--- src/rtl/seq_alu_datapath_if.sv ---
// Command/observation bundle for seq_alu_datapath.
//
// Handshake: a command is taken on the rising clock edge at which cmd_valid
// and cmd_ready are both high. cmd_ready is high only while the datapath is
// idle. All cmd_* fields are captured at that edge, so the master may change
// them afterwards. cmd_valid while cmd_ready is low is ignored, and nothing is
// queued. done pulses for one cycle when a command's final write has landed.
//
// Signals:
//   cmd_valid/cmd_ready  command handshake
//   cmd_op, cmd_ra, cmd_rb, cmd_rd, cmd_imm, cmd_ba  command fields
//   done                 one-cycle completion pulse
//   bus_out              internal bus value (observation only)
//   lo_out, hi_out       LO/HI register contents
//   dbg_addr/dbg_data    combinational register-file read port
//   dbg_state            current sequencer state
interface seq_alu_datapath_if #(
  parameter int DATA_WIDTH = 32,
  parameter int NUM_REGS   = 16
);
  localparam int ADDR_W = $clog2(NUM_REGS);

  logic                  cmd_valid;
  logic                  cmd_ready;
  logic [2:0]            cmd_op;
  logic [ADDR_W-1:0]     cmd_ra;
  logic [ADDR_W-1:0]     cmd_rb;
  logic [ADDR_W-1:0]     cmd_rd;
  logic [DATA_WIDTH-1:0] cmd_imm;
  logic                  cmd_ba;
  logic                  done;
  logic [DATA_WIDTH-1:0] bus_out;
  logic [DATA_WIDTH-1:0] lo_out;
  logic [DATA_WIDTH-1:0] hi_out;
  logic [ADDR_W-1:0]     dbg_addr;
  logic [DATA_WIDTH-1:0] dbg_data;
  logic [2:0]            dbg_state;

  modport master (
    output cmd_valid, cmd_op, cmd_ra, cmd_rb, cmd_rd, cmd_imm, cmd_ba, dbg_addr,
    input  cmd_ready, done, bus_out, lo_out, hi_out, dbg_data, dbg_state
  );

  modport slave (
    input  cmd_valid, cmd_op, cmd_ra, cmd_rb, cmd_rd, cmd_imm, cmd_ba, dbg_addr,
    output cmd_ready, done, bus_out, lo_out, hi_out, dbg_data, dbg_state
  );
endinterface

--- src/rtl/seq_alu_datapath.sv ---
// Single-bus register-transfer datapath with an internal T-state sequencer.
// One command at a time runs as bus transfers: Ra->Y, Y op Rb->Z, Z->Rd
// (MUL instead writes Z low to LO, then Z high to HI). LDI writes the
// immediate straight to Rd.
//
// Ports:
//   clock  rising-edge clock
//   clear  synchronous active-high reset
//   io     seq_alu_datapath_if.slave (command handshake, results, debug read)
module seq_alu_datapath #(
  parameter int DATA_WIDTH = 32,
  parameter int NUM_REGS   = 16
) (
  input logic               clock,
  input logic               clear,
  seq_alu_datapath_if.slave io
);
  localparam int W      = DATA_WIDTH;
  localparam int ADDR_W = $clog2(NUM_REGS);
  localparam int SH_W   = $clog2(DATA_WIDTH);

  localparam logic [2:0] OP_ADD = 3'd0;
  localparam logic [2:0] OP_SUB = 3'd1;
  localparam logic [2:0] OP_AND = 3'd2;
  localparam logic [2:0] OP_OR  = 3'd3;
  localparam logic [2:0] OP_SHL = 3'd4;
  localparam logic [2:0] OP_SHR = 3'd5;
  localparam logic [2:0] OP_MUL = 3'd6;
  localparam logic [2:0] OP_LDI = 3'd7;

  typedef enum logic [2:0] {IDLE, TA, TB, TW, TH} stateT;

  stateT stateQ, stateD;

  // Latched command
  logic [2:0]        opQ;
  logic [ADDR_W-1:0] raQ, rbQ, rdQ;
  logic [W-1:0]      immQ;
  logic              baQ;

  // Architectural state
  logic [W-1:0]   regFile [NUM_REGS];
  logic [W-1:0]   yQ, loQ, hiQ;
  logic [2*W-1:0] zQ, zNext;
  logic           doneQ;

  // Sequencer control
  logic [W-1:0] busVal, operandA, operandB;
  logic         accept, loadY, loadZ, writeRd, loadLo, loadHi, doneD;

  // Base-address mode masks reads of R0 only; writes to R0 are never masked.
  assign operandA = (baQ && raQ == '0) ? '0 : regFile[raQ];
  assign operandB = (baQ && rbQ == '0) ? '0 : regFile[rbQ];

  always_ff @(posedge clock) begin
    if (clear) stateQ <= IDLE;
    else       stateQ <= stateD;
  end

  always_comb begin
    stateD  = stateQ;
    busVal  = '0;
    accept  = 1'b0;
    loadY   = 1'b0;
    loadZ   = 1'b0;
    writeRd = 1'b0;
    loadLo  = 1'b0;
    loadHi  = 1'b0;
    doneD   = 1'b0;
    case (stateQ)
      IDLE: begin
        if (io.cmd_valid) begin
          accept = 1'b1;
          stateD = TA;
        end
      end
      TA: begin
        if (opQ == OP_LDI) begin
          busVal  = immQ;
          writeRd = 1'b1;
          doneD   = 1'b1;
          stateD  = IDLE;
        end else begin
          busVal = operandA;
          loadY  = 1'b1;
          stateD = TB;
        end
      end
      TB: begin
        busVal = operandB;
        loadZ  = 1'b1;
        stateD = TW;
      end
      TW: begin
        busVal = zQ[W-1:0];
        if (opQ == OP_MUL) begin
          loadLo = 1'b1;
          stateD = TH;
        end else begin
          writeRd = 1'b1;
          doneD   = 1'b1;
          stateD  = IDLE;
        end
      end
      TH: begin
        busVal = zQ[2*W-1:W];
        loadHi = 1'b1;
        doneD  = 1'b1;
        stateD = IDLE;
      end
      default: stateD = IDLE;
    endcase
  end

  // ALU: Y op bus. Shift amount uses only the low log2(W) bits, i.e. mod W.
  // MUL sign-extends both operands to 2W; the low 2W bits of that product
  // equal the signed W x W product.
  logic [SH_W-1:0] shAmt;
  logic [2*W-1:0]  yExt, bExt;

  always_comb begin
    shAmt = busVal[SH_W-1:0];
    yExt  = {{W{yQ[W-1]}}, yQ};
    bExt  = {{W{busVal[W-1]}}, busVal};
    zNext = '0;
    case (opQ)
      OP_ADD: zNext = {{W{1'b0}}, yQ + busVal};
      OP_SUB: zNext = {{W{1'b0}}, yQ - busVal};
      OP_AND: zNext = {{W{1'b0}}, yQ & busVal};
      OP_OR:  zNext = {{W{1'b0}}, yQ | busVal};
      OP_SHL: zNext = {{W{1'b0}}, yQ << shAmt};
      OP_SHR: zNext = {{W{1'b0}}, yQ >> shAmt};
      OP_MUL: zNext = yExt * bExt;
      default: zNext = '0;
    endcase
  end

  always_ff @(posedge clock) begin
    if (clear) begin
      for (int i = 0; i < NUM_REGS; i++) regFile[i] <= '0;
      yQ    <= '0;
      zQ    <= '0;
      loQ   <= '0;
      hiQ   <= '0;
      doneQ <= 1'b0;
      opQ   <= '0;
      raQ   <= '0;
      rbQ   <= '0;
      rdQ   <= '0;
      immQ  <= '0;
      baQ   <= 1'b0;
    end else begin
      doneQ <= doneD;
      if (accept) begin
        opQ  <= io.cmd_op;
        raQ  <= io.cmd_ra;
        rbQ  <= io.cmd_rb;
        rdQ  <= io.cmd_rd;
        immQ <= io.cmd_imm;
        baQ  <= io.cmd_ba;
      end
      if (loadY)   yQ <= busVal;
      if (loadZ)   zQ <= zNext;
      if (writeRd) regFile[rdQ] <= busVal;
      if (loadLo)  loQ <= zQ[W-1:0];
      if (loadHi)  hiQ <= busVal;
    end
  end

  assign io.cmd_ready = (stateQ == IDLE);
  assign io.done      = doneQ;
  assign io.bus_out   = busVal;
  assign io.lo_out    = loQ;
  assign io.hi_out    = hiQ;
  assign io.dbg_data  = regFile[io.dbg_addr];
  assign io.dbg_state = stateQ;
endmodule

--- src/flat_wrapper.sv ---
// flat-port wrapper written by rule: the top's interface ports become plain ports
module seq_alu_datapath_flat 
#(
  parameter int DATA_WIDTH = 32,
  parameter int NUM_REGS   = 16
)
  (clock, clear, io_cmd_valid, io_cmd_op, io_cmd_ra, io_cmd_rb, io_cmd_rd, io_cmd_imm, io_cmd_ba, io_dbg_addr, io_cmd_ready, io_done, io_bus_out, io_lo_out, io_hi_out, io_dbg_data, io_dbg_state);
  seq_alu_datapath_if #(.DATA_WIDTH(DATA_WIDTH), .NUM_REGS(NUM_REGS)) io_i ();
  input logic clock;
  input logic clear;
  input wire logic [$bits(io_i.cmd_valid)-1:0] io_cmd_valid;
  input wire logic [$bits(io_i.cmd_op)-1:0] io_cmd_op;
  input wire logic [$bits(io_i.cmd_ra)-1:0] io_cmd_ra;
  input wire logic [$bits(io_i.cmd_rb)-1:0] io_cmd_rb;
  input wire logic [$bits(io_i.cmd_rd)-1:0] io_cmd_rd;
  input wire logic [$bits(io_i.cmd_imm)-1:0] io_cmd_imm;
  input wire logic [$bits(io_i.cmd_ba)-1:0] io_cmd_ba;
  input wire logic [$bits(io_i.dbg_addr)-1:0] io_dbg_addr;
  output wire logic [$bits(io_i.cmd_ready)-1:0] io_cmd_ready;
  output wire logic [$bits(io_i.done)-1:0] io_done;
  output wire logic [$bits(io_i.bus_out)-1:0] io_bus_out;
  output wire logic [$bits(io_i.lo_out)-1:0] io_lo_out;
  output wire logic [$bits(io_i.hi_out)-1:0] io_hi_out;
  output wire logic [$bits(io_i.dbg_data)-1:0] io_dbg_data;
  output wire logic [$bits(io_i.dbg_state)-1:0] io_dbg_state;
  assign io_i.cmd_valid = io_cmd_valid;
  assign io_i.cmd_op = io_cmd_op;
  assign io_i.cmd_ra = io_cmd_ra;
  assign io_i.cmd_rb = io_cmd_rb;
  assign io_i.cmd_rd = io_cmd_rd;
  assign io_i.cmd_imm = io_cmd_imm;
  assign io_i.cmd_ba = io_cmd_ba;
  assign io_i.dbg_addr = io_dbg_addr;
  assign io_cmd_ready = io_i.cmd_ready;
  assign io_done = io_i.done;
  assign io_bus_out = io_i.bus_out;
  assign io_lo_out = io_i.lo_out;
  assign io_hi_out = io_i.hi_out;
  assign io_dbg_data = io_i.dbg_data;
  assign io_dbg_state = io_i.dbg_state;
  seq_alu_datapath #(.DATA_WIDTH(DATA_WIDTH), .NUM_REGS(NUM_REGS)) u_core (.clock(clock), .clear(clear), .io(io_i));
endmodule
--- config.mk ---
export PLATFORM = sky130hd
export DESIGN_NAME = seq_alu_datapath_flat
export DESIGN_NICKNAME = d
export VERILOG_FILES = /design/src/rtl/seq_alu_datapath_if.sv /design/src/rtl/seq_alu_datapath.sv /design/src/flat_wrapper.sv
export SDC_FILE = /design/constraint.sdc
export NUM_CORES = 2
export LEC_CHECK = 0
export CAP_MARGIN = 30
export CORE_MARGIN = 2
export CORE_UTILIZATION = 37
export CTS_CLUSTER_DIAMETER = 100
export CTS_CLUSTER_SIZE = 30
export DETAILED_ROUTE_END_ITERATION = 7
export GPL_ROUTABILITY_DRIVEN = 0
export GPL_TIMING_DRIVEN = 0
export HOLD_SLACK_MARGIN = 0.05
export PLACE_DENSITY = 0.55
export SLEW_MARGIN = 20
export SYNTH_ARGS = -nofsm -noshare
export SYNTH_HDL_FRONTEND = slang
export SYNTH_SLANG_ARGS = --single-unit
--- constraint.sdc ---
create_clock -name clock -period 25.3 [get_ports clock]
set_input_delay 7.59 -clock clock [delete_from_list [all_inputs] [get_ports clock]]
set_output_delay 7.59 -clock clock [all_outputs]
set_load 0.01 [all_outputs]
==> results.json <==
{
  "first_pass_iters": 8,
  "dp.cells": 11018,
  "grt-ovfl-total": 0,
  "yosysSeqAreaShare_pct": 24.46,
  "required_ps": 17710,
  "worst_setup_path_start_kind": "input pin",
  "final_common_cell": "fa_1",
  "min_from": "u_core.io.lo_out[29]",
  "synth_area_sq_mm": 0.08088,
  "violations": "DRC",
  "tightest_slew_ps": 1245,
  "cpPeakStageDelay_ps": 760,
  "grt_max_degree": 33,
  "drive_gt1_share_pct": 10.34,
  "area_growth_pct": 10.72,
  "layout_common_cells": "1,082 x fa_1, 1,043 x inv_1, 985 x nand2_1",
  "cp.arrival_ps": 10520,
  "fill_cells": 21302,
  "hpwl_um": 310300,
  "instances_no_fill": 11162,
  "coreArea_sq_mm": 0.2172,
  "vias_per_cell": 6.343,
  "htreeDepth": 2,
  "setup_viol": 0,
  "synth_ff_type": "edfxtp_1",
  "synth_cell_types": 101,
  "grt_usage_pct": 35.74,
  "slew_headroom_pct": 16.99,
  "worstPathCellList": "clkbuf_1 -> buf_2 -> mux4_2 -> mux4_2 -> clkdlybuf4s50_1",
  "cts_buffers": 35,
  "synthTopCellsByArea": "fa_1 27%, edfxtp_1 19%, mux4_2 11%",
  "async_flop_share_pct": 0,
  "maxCapViolations": 0,
  "skew_ps": 71.46,
  "wl_um": 400000,
  "hold_viol": 0,
  "yosysWarnings": 0,
  "reg2regPathDepth": 35,
  "p_leak_nw": 36.73,
  "cts-root-buf": "clkbuf_16",
  "yosys.area.top_type_share_pct": 26.81,
  "min_to": "u_core.io.lo_out[29]",
  "grt_pass1_vias": 70849,
  "syn_inst": 7895,
  "fp.dieArea_sq_mm": 0.2223,
  "postCtsHoldBufs": 0,
  "cts.path.max_buffers": 3,
  "final.period_utilization_pct": 71.58,
  "synthesis.nets": 9252,
  "crit_fanout": 10,
  "synth-edff-count": 512,
  "cts_resized": 0,
  "cts_setup_buffers": 0,
  "ios": 188,
  "status": "finished with violations",
  "die_x_um": 471.5,
  "vdd_drop_max_uv": 40.03,
  "holdPathStages": 2,
  "synth-seq-cells": 732,
  "synth_top_area_cell": "fa_1",
  "syn_avg_cell_area_sq_um": 10.24,
  "grt_pass1_wl_um": 552800,
  "fin_nets": 9607,
  "initial_core_util_pct": 37.24,
  "num_vias": 70796,
  "first_iter_violations": 12217,
  "rsz0062_at_grt": "no",
  "critPathSlowestCell": "buf_2",
  "portBuffers": 183,
  "max_freq_ghz": 0.05522,
  "die_y_um": 471.5,
  "cp-end-kind": "output port",
  "antenna_found_initial": 64,
  "cpMostUsedCell": "mux4_2",
  "routedWlPerCell_um": 35.84,
  "path_class": "input pin to output port",
  "finalMaxSlewViolations": 0,
  "insertion_delay_ps": 680,
  "num_rows": 171,
  "cts_tree": "done",
  "drtAntennaViolNets": 0,
  "clk_pin_slew_ps": 110,
  "r2r_setup_slack_ps": 10590,
  "hold_path.class": "flop to flop",
  "min_period_ps": 18110,
  "rr_endpoint": "u_core.zQ[60]",
  "final.setup.tns_ps": 0,
  "route.detailed.drc": 808,
  "cts.sinks": 732,
  "p_per_area_mw_per_mm2": 39.87,
  "utilization_pct": 41.24
}
==> report_power, final <==
group | leakage (nW) | total (mW) | switching (mW) | internal [mW]
logic | 29.1 | 1.47 | 0.996 | 0.470
clock network | 0.567 | 0.751 | 0.457 | 0.294
registers | 7.08 | 1.35 | 0.0382 | 1.32
total | 36.7 | 3.57 | 1.49 | 2.08
==> per-layer routing <==
metal | track usage, % | part of all wire [%] | up-vias | wire (um)
li1 | - | - | 26972 | -
met1 | 40.77 | 33 | 35660 | 132400
met2 | 51.31 | 41 | 6220 | 165700
met3 | 16.79 | 15 | 1902 | 60700
met4 | 28.08 | 10 | 42 | 40860
met5 | 1.125 | 0.093 | - | 372
==> cells by family after synthesis <==
| family | after synthesis | share of synthesized area (%) |
|---|---|---|
| xor+xnor | 123 | 1.332 |
| compound gates | 978 | 8.039 |
| buf+inv | 1688 | 8.217 |
| flops | 732 | 24.46 |
| mux | 621 | 13.82 |
| simple gates | 2451 | 13.94 |
| fa+ha+maj | 1302 | 30.20 |
==> sequential cells by signal (all words and copies together) (netlist names), named ones only <==
signal / cells
u_core.io.hi_out: 32
u_core.io.dbg_state: 3
u_core.immQ: 32
u_core.raQ: 4
u_core.regFile: 512
u_core.baQ: 1
u_core.rdQ: 4
u_core.rbQ: 4
u_core.zQ: 64
u_core.io.done: 1
u_core.io.lo_out: 32
u_core.opQ: 3
u_core.yQ: 32
==> final cells by class <==
| type | instances | area (sq um) | share of cell area (%) |
|---|---|---|---|
| diodes | 37 | 92.59 | 0.1034 |
| plain buffers | 635 | 2755 | 3.077 |
| clock buffers | 41 | 929.6 | 1.038 |
| clock inverters | 17 | 251.5 | 0.2808 |
| inverters | 1053 | 3953 | 4.414 |
| multi-input cells | 5475 | 54740 | 61.13 |
| flip-flops and latches | 732 | 19780 | 22.09 |
| well taps | 2854 | 3571 | 3.988 |
| repair buffers | 318 | 3475 | 3.880 |
==> how the worst max path moves through the flow <==
stage | start | depth (start not counted) | slack (ps) | endpoint
after floorplan | io_dbg_addr[0] | 4 | 8020 | io_dbg_data[11]
after detailed placement | io_dbg_addr[0] | 5 | 7280 | io_dbg_data[15]
after global routing | io_dbg_addr[0] | 5 | 7160 | io_dbg_data[17]
final | io_dbg_addr[0] | 5 | 7190 | io_dbg_data[28]
after global placement | io_dbg_addr[0] | 5 | 6230 | io_dbg_data[25]
after CTS | io_dbg_addr[0] | 5 | 7280 | io_dbg_data[15]
==> synth_stat cells (all sizes together) (143+ instances only) <==
master,instances
fa,1083
inv,1051
nand2,986
nor2,656
edfxtp,512
clkbuf,457
mux4,391
a21oi,323
nor2b,293
dfxtp,220
ha,219
and2,198
mux2i,180
buf,178
o21ai,143
==> critical path, delay by kind of cell <==
family   cells  cell delay, ps
buf+inv      3            1680
mux          2            1230
==> metrics by stage <==
stage	instance area (sq um)	total power, mW	hold slack, ps	worst slack [ps]
floorplan	80880	2.126	424.9	8020
global placement	86280	2.680	447.2	6232
detailed placement	87670	2.712	448.4	7284
CTS	88850	3.434	464.7	7280
global route	89460	3.633	492.1	7158
finish	89550	3.571	465.6	7190
Power figures use the tool's default switching activity.
